==> src/rtl/share_1_a4_inv_serial_pkg.sv <==
// Shared PRINCE TI definitions for the serial inverse-A4 block:
// FSM state encoding, default word size and counter sizing helper.
package share_1_a4_inv_serial_pkg;

    localparam int unsigned NIBBLES_DEF = 16;

    typedef enum logic [1:0] {
        IDLE = 2'd0,
        RUN  = 2'd1,
        DONE = 2'd2
    } state_t;

    // Nibble counter width: clog2(n), never narrower than one bit.
    function automatic int unsigned cnt_width(input int unsigned n);
        return (n <= 1) ? 1 : $clog2(n);
    endfunction

endpackage

==> src/rtl/share_1_a4_inv.sv <==
// Combinational inverse of the first-share A4 affine map on one nibble.
module share_1_a4_inv (
    input  logic [3:0] y,
    output logic [3:0] x
);

    always_comb begin
        x[3] = y[2];
        x[2] = y[3] ^ y[1];
        x[1] = 1'b1 ^ y[2] ^ y[1] ^ y[0];
        x[0] = y[0];
    end

endmodule

==> src/rtl/share_1_a4_inv_serial.sv <==
// Nibble-serial inverse-A4 mapper: loads a word, rotates it through a single
// share_1_a4_inv instance one nibble per cycle, then holds the result.
module share_1_a4_inv_serial
    import share_1_a4_inv_serial_pkg::*;
#(
    parameter int unsigned NIBBLES = NIBBLES_DEF
) (
    input  logic                   clk,
    input  logic                   rst_n,
    input  logic                   in_valid,
    output logic                   in_ready,
    input  logic [4*NIBBLES-1:0]   in_data,
    output logic                   out_valid,
    input  logic                   out_ready,
    output logic [4*NIBBLES-1:0]   out_data,
    input  logic                   abort,
    output logic                   busy
);

    localparam int unsigned W  = 4 * NIBBLES;
    localparam int unsigned CW = cnt_width(NIBBLES);

    state_t          state;
    state_t          state_next;
    logic [CW-1:0]   cnt;
    logic [W-1:0]    data;
    logic [W-1:0]    data_shifted;
    logic [3:0]      nib_mapped;
    logic            cnt_last;

    share_1_a4_inv u_inv (
        .y (data[3:0]),
        .x (nib_mapped)
    );

    // Mapped low nibble re-enters at the top, so after NIBBLES steps every
    // nibble is back in its original lane.
    generate
        if (NIBBLES == 1) begin : g_single
            assign data_shifted = nib_mapped;
        end else begin : g_multi
            assign data_shifted = {nib_mapped, data[W-1:4]};
        end
    endgenerate

    assign cnt_last = (cnt == CW'(NIBBLES - 1));

    always_ff @(posedge clk or negedge rst_n) begin
        if (!rst_n) begin
            state <= IDLE;
        end else begin
            state <= state_next;
        end
    end

    always_comb begin
        state_next = state;
        if (abort) begin
            state_next = IDLE;
        end else begin
            case (state)
                IDLE:    if (in_valid)  state_next = RUN;
                RUN:     if (cnt_last)  state_next = DONE;
                DONE:    if (out_ready) state_next = IDLE;
                default:                state_next = IDLE;
            endcase
        end
    end

    always_comb begin
        in_ready  = (state == IDLE);
        busy      = (state == RUN);
        out_valid = (state == DONE);
    end

    // Counter saturates on the last step so it never wraps inside a word.
    always_ff @(posedge clk or negedge rst_n) begin
        if (!rst_n) begin
            data <= '0;
            cnt  <= '0;
        end else if (!abort) begin
            case (state)
                IDLE: begin
                    if (in_valid) begin
                        data <= in_data;
                        cnt  <= '0;
                    end
                end
                RUN: begin
                    data <= data_shifted;
                    if (!cnt_last) begin
                        cnt <= cnt + CW'(1);
                    end
                end
                default: ;
            endcase
        end
    end

    assign out_data = data;

endmodule

==> config.mk <==
export PLATFORM = sky130hd
export DESIGN_NAME = share_1_a4_inv_serial
export DESIGN_NICKNAME = d
export VERILOG_FILES = /design/src/rtl/share_1_a4_inv_serial_pkg.sv /design/src/rtl/share_1_a4_inv.sv /design/src/rtl/share_1_a4_inv_serial.sv
export SDC_FILE = /design/constraint.sdc
export NUM_CORES = 1
export LEC_CHECK = 0
export CAP_MARGIN = 25
export CORE_MARGIN = 2
export CORE_UTILIZATION = 42
export DETAILED_ROUTE_END_ITERATION = 8
export PLACE_DENSITY = 0.78
export SLEW_MARGIN = 20
export SYNTH_ARGS = -nofsm -noshare
export SYNTH_HDL_FRONTEND = slang
export SYNTH_HIERARCHICAL = 1
export SYNTH_SLANG_ARGS = --single-unit
==> constraint.sdc <==
create_clock -name clk -period 1.6 [get_ports clk]
set_input_delay 0.32 -clock clk [delete_from_list [all_inputs] [get_ports clk]]
set_output_delay 0.32 -clock clk [all_outputs]
set_load 0.005 [all_outputs]
==> impl_metrics.py <==
metrics = {
    "synthesis": {
        "yosysSeqAreaShare_pct": 44.0,
        "ys.flop_type": "dfrtp_1",
        "ys_async_sr_fraction_pct": 100,
        "synth_cell_types": 30,
        "synth_compound_area_share_pct": 1.13,
        "muxShareOfSynthArea_pct": 45.9,
        "yosys.area_share.adder_pct": 0.315,
        "synthCells": 245,
        "synthXorXnorAreaFrac_pct": 0.786,
        "synth.avg_cell_area_sq_um": 16.2,
        "synthTopCellsByCount": "mux2_4 (100), dfrtp_1 (70), mux2_2 (28)",
        "synth_area_leader_cell": "dfrtp_1",
        "synth-simple-area-share_pct": 2.55,
        "synth_area_leaders": "dfrtp_1 (44%), mux2_4 (38%), mux2_2 (7.9%)",
        "ys_ff_latch": 70,
        "synthesis.area_sq_um": 3980,
        "yosysMostFrequentCell": "mux2_4",
        "synth_top_family_by_area": "multiplexers",
        "synth_edf_count": 0,
        "ys.warnings.count": 6,
        "synth_top_cell_area_share_pct": 44.0,
        "syn-num-nets": 315,
    },
    "timing": {
        "hold_viol_final": 0,
        "worst_clock_skew_ns": 0.00598,
        "worst_slack_ns": -0.0662,
        "rsz0062_at_grt": "yes",
        "slew-limit-headroom_pct": 73.7,
        "tightest_slew_ns": 0.395,
        "slew_violations": 0,
        "max_freq_mhz": 600,
        "period_needed_ns": 1.67,
        "period_share_pct": 104,
        "fin_setup_tns_ns": -2.17,
        "setup-violations-final": 58,
    },
    "pwr": {
        "clockPowerShare_pct": 19.3,
        "switchingPower_mw": 1.80,
        "ir_drop_mv": 0.683,
        "swShare_pct": 26.4,
        "p_per_area_nw_per_um2": 1090,
        "p_leak_nw": 3.06,
        "combPwrFrac_pct": 42.9,
        "power_frac_seq_pct": 37.9,
        "p_int_mw": 5.02,
    },
    "floorplan": {
        "core.rowCount": 35,
        "start_util_pct": 43.3,
        "die_y_um": 101,
        "io_pins": 136,
        "core_sq_um": 9200,
        "die_area_sq_um": 10300,
        "die_w_um": 101,
    },
    "critical_path": {
        "crit_arrival_ns": 1.89,
        "startpoint_type": "flip-flop",
        "path_max_fanout": 9,
        "end_kind": "flip-flop",
        "worstPathRequired_ns": 1.82,
        "path_class": "reg2reg",
    },
    "cells_and_area": {
        "area_growth_pct": 57.2,
        "ff_latch_area_sq_um": 1750,
        "fin_util_pct": 68.0,
        "fillCellCount": 673,
        "multi_input_area_sq_um": 2030,
        "drive_gt1_share_pct": 48.3,
        "final_cells": 556,
        "nNetsFinal": 512,
        "antenna_cells": 0,
    },
    "clock_network": {
        "h-tree-depth": 3,
        "clk_path_buf_depth": 2,
        "clk-insertion-delay-late_ns": 0.33,
        "cts-root-buf": "clkbuf_8",
        "cts_sinks": 70,
        "cts_tree": "yes",
        "cts_buffers": 9,
        "clkSlewWorstSetupHoldPaths_ns": 0.08,
    },
    "grt": {
        "grt_pass1_vias": 2814,
        "grt_overflow": 0,
        "grt_max_degree": 71,
        "gr-usage-all-layers_pct": 18.4,
        "grt_antenna_before_repair": 0,
        "grt_pass1_wl_um": 14600,
    },
    "place": {
        "pre_cts_slack_ns": -0.323,
        "portBuffers": 135,
        "dp_hpwl_um": 6530,
        "gp_congestion": 0.771,
        "placedCellCount": 497,
    },
    "route": {
        "first_pass_iters": 4,
        "drtIter0Drc": 81,
        "avgViaCountPerCell": 4.97,
        "wl_per_cell_um": 17.4,
        "drc_errors": 0,
        "routed_wl_um": 9670,
        "dr_total_vias": 2761,
        "ant_nets": 0,
    },
    "status": {
        "failed_checks": "negative setup slack",
        "outcome": "finished with violations",
    },
    "flow_run": {
        "maxCapViolCount": 0,
    },
    "hold_path": {
        "hold_class": "in2async",
    },
}
final cells by class:
cell class	count	area share, %
Inverter	5	0.500
Clock buffer	13	2.70
Sequential cell	70	28.0
Timing Repair Buffer	202	33.9
Clock inverter	1	0.0800
Multi-Input combinational cell	154	32.5
Tap cell	111	2.22
cell usage in the layout (no fill, tap or decap), drive strengths merged:
| master | count |
|---|---|
| buf | 66 |
| and3 | 1 |
| a2bb2oi | 1 |
| inv | 4 |
| o41ai | 1 |
| nor2 | 3 |
| a211o | 1 |
| xnor3 | 1 |
| dfrtp | 70 |
| o22ai | 1 |
| a22oi | 1 |
| nor4 | 1 |
| nand2b | 3 |
| dlygate4sd3 | 1 |
| nor3 | 1 |
| clkinv | 2 |
| nor2b | 1 |
| mux2i | 1 |
| nor3b | 1 |
| clkdlybuf4s50 | 107 |
| or3 | 2 |
| ha | 1 |
| nand3 | 1 |
| o21ai | 1 |
| clkdlybuf4s15 | 1 |
| nor4b | 1 |
| mux2 | 128 |
| dlymetal6s2s | 23 |
| dlygate4sd2 | 2 |
| xor2 | 1 |
| nand4 | 1 |
| clkbuf | 15 |
per-layer routing:
metal	wire (um)	global-route usage (%)	vias to the layer above	part of all wire [%]
met5	0	0	-	0
met4	135	3.85	0	1.4
met3	574	5.94	14	5.9
met2	4900	30.9	96	51
met1	4050	23.3	1373	42
li1	-	-	1278	-
what timing repair did:
item	CTS	global route
buffers inserted	6	34
endpoints found under the setup margin	70	114
hold buffers	1	0
gates resized for setup	22	26
hold endpoints to repair	1	0
cloned	2	2
per-stage QoR:
stage               hold slack (ns)  instance area, sq um  power [mW]
finish                        0.515                  6250        6.82
global placement              0.362                  5550        5.10
global route                  0.539                  6250        7.20
CTS                           0.521                  5880        6.59
detailed placement            0.365                  5550        5.17
floorplan                    0.0244                  3980        3.84
power by group through the flow:
stage	combinational (mW)	sequential, mW	clock, mW
2_1_floorplan	1.24	2.60	0
3_3_place_gp	2.45	2.65	0
3_5_place_dp	2.50	2.67	0
4_1_cts	2.61	2.63	1.35
5_1_grt	3.12	2.64	1.43
6_report	2.92	2.58	1.31
state kept, by name, summed over array words and instances, names as in the netlist:
| name | cells |
|---|---|
| out_data | 64 |
| cnt | 4 |
| state | 2 |
worst max-delay path, stage by stage, from the launching register on:
cell and delay (ns):
dfrtp_1 0.39, buf_6 0.12, nand2b_4 0.09, clkinv_8 0.06, buf_12 0.16, clkbuf_16 0.18, mux2_4 0.30, mux2_4 0.26
logic make-up after synthesis:
logic type      count (synthesis)
buf+inv                        21
simple gates                   16
compound gates                  6
mux                           129
flops                          70
fa+ha+maj                       1
xor+xnor                        2
final timing paths:
check,from,cells past startpoint,end,slack (ns)
max in group asynchronous,rst_n,3,cnt[1],0.75
setup reg to reg,state[0],7,out_data[52],-0.07
hold / removal,rst_n,3,out_data[29],0.52
setup / recovery,state[0],7,out_data[52],-0.07
min in group clk,cnt[0],1,cnt[0],0.52
hold reg to reg,cnt[0],1,cnt[0],0.52
(Power assumes the default switching activity.)
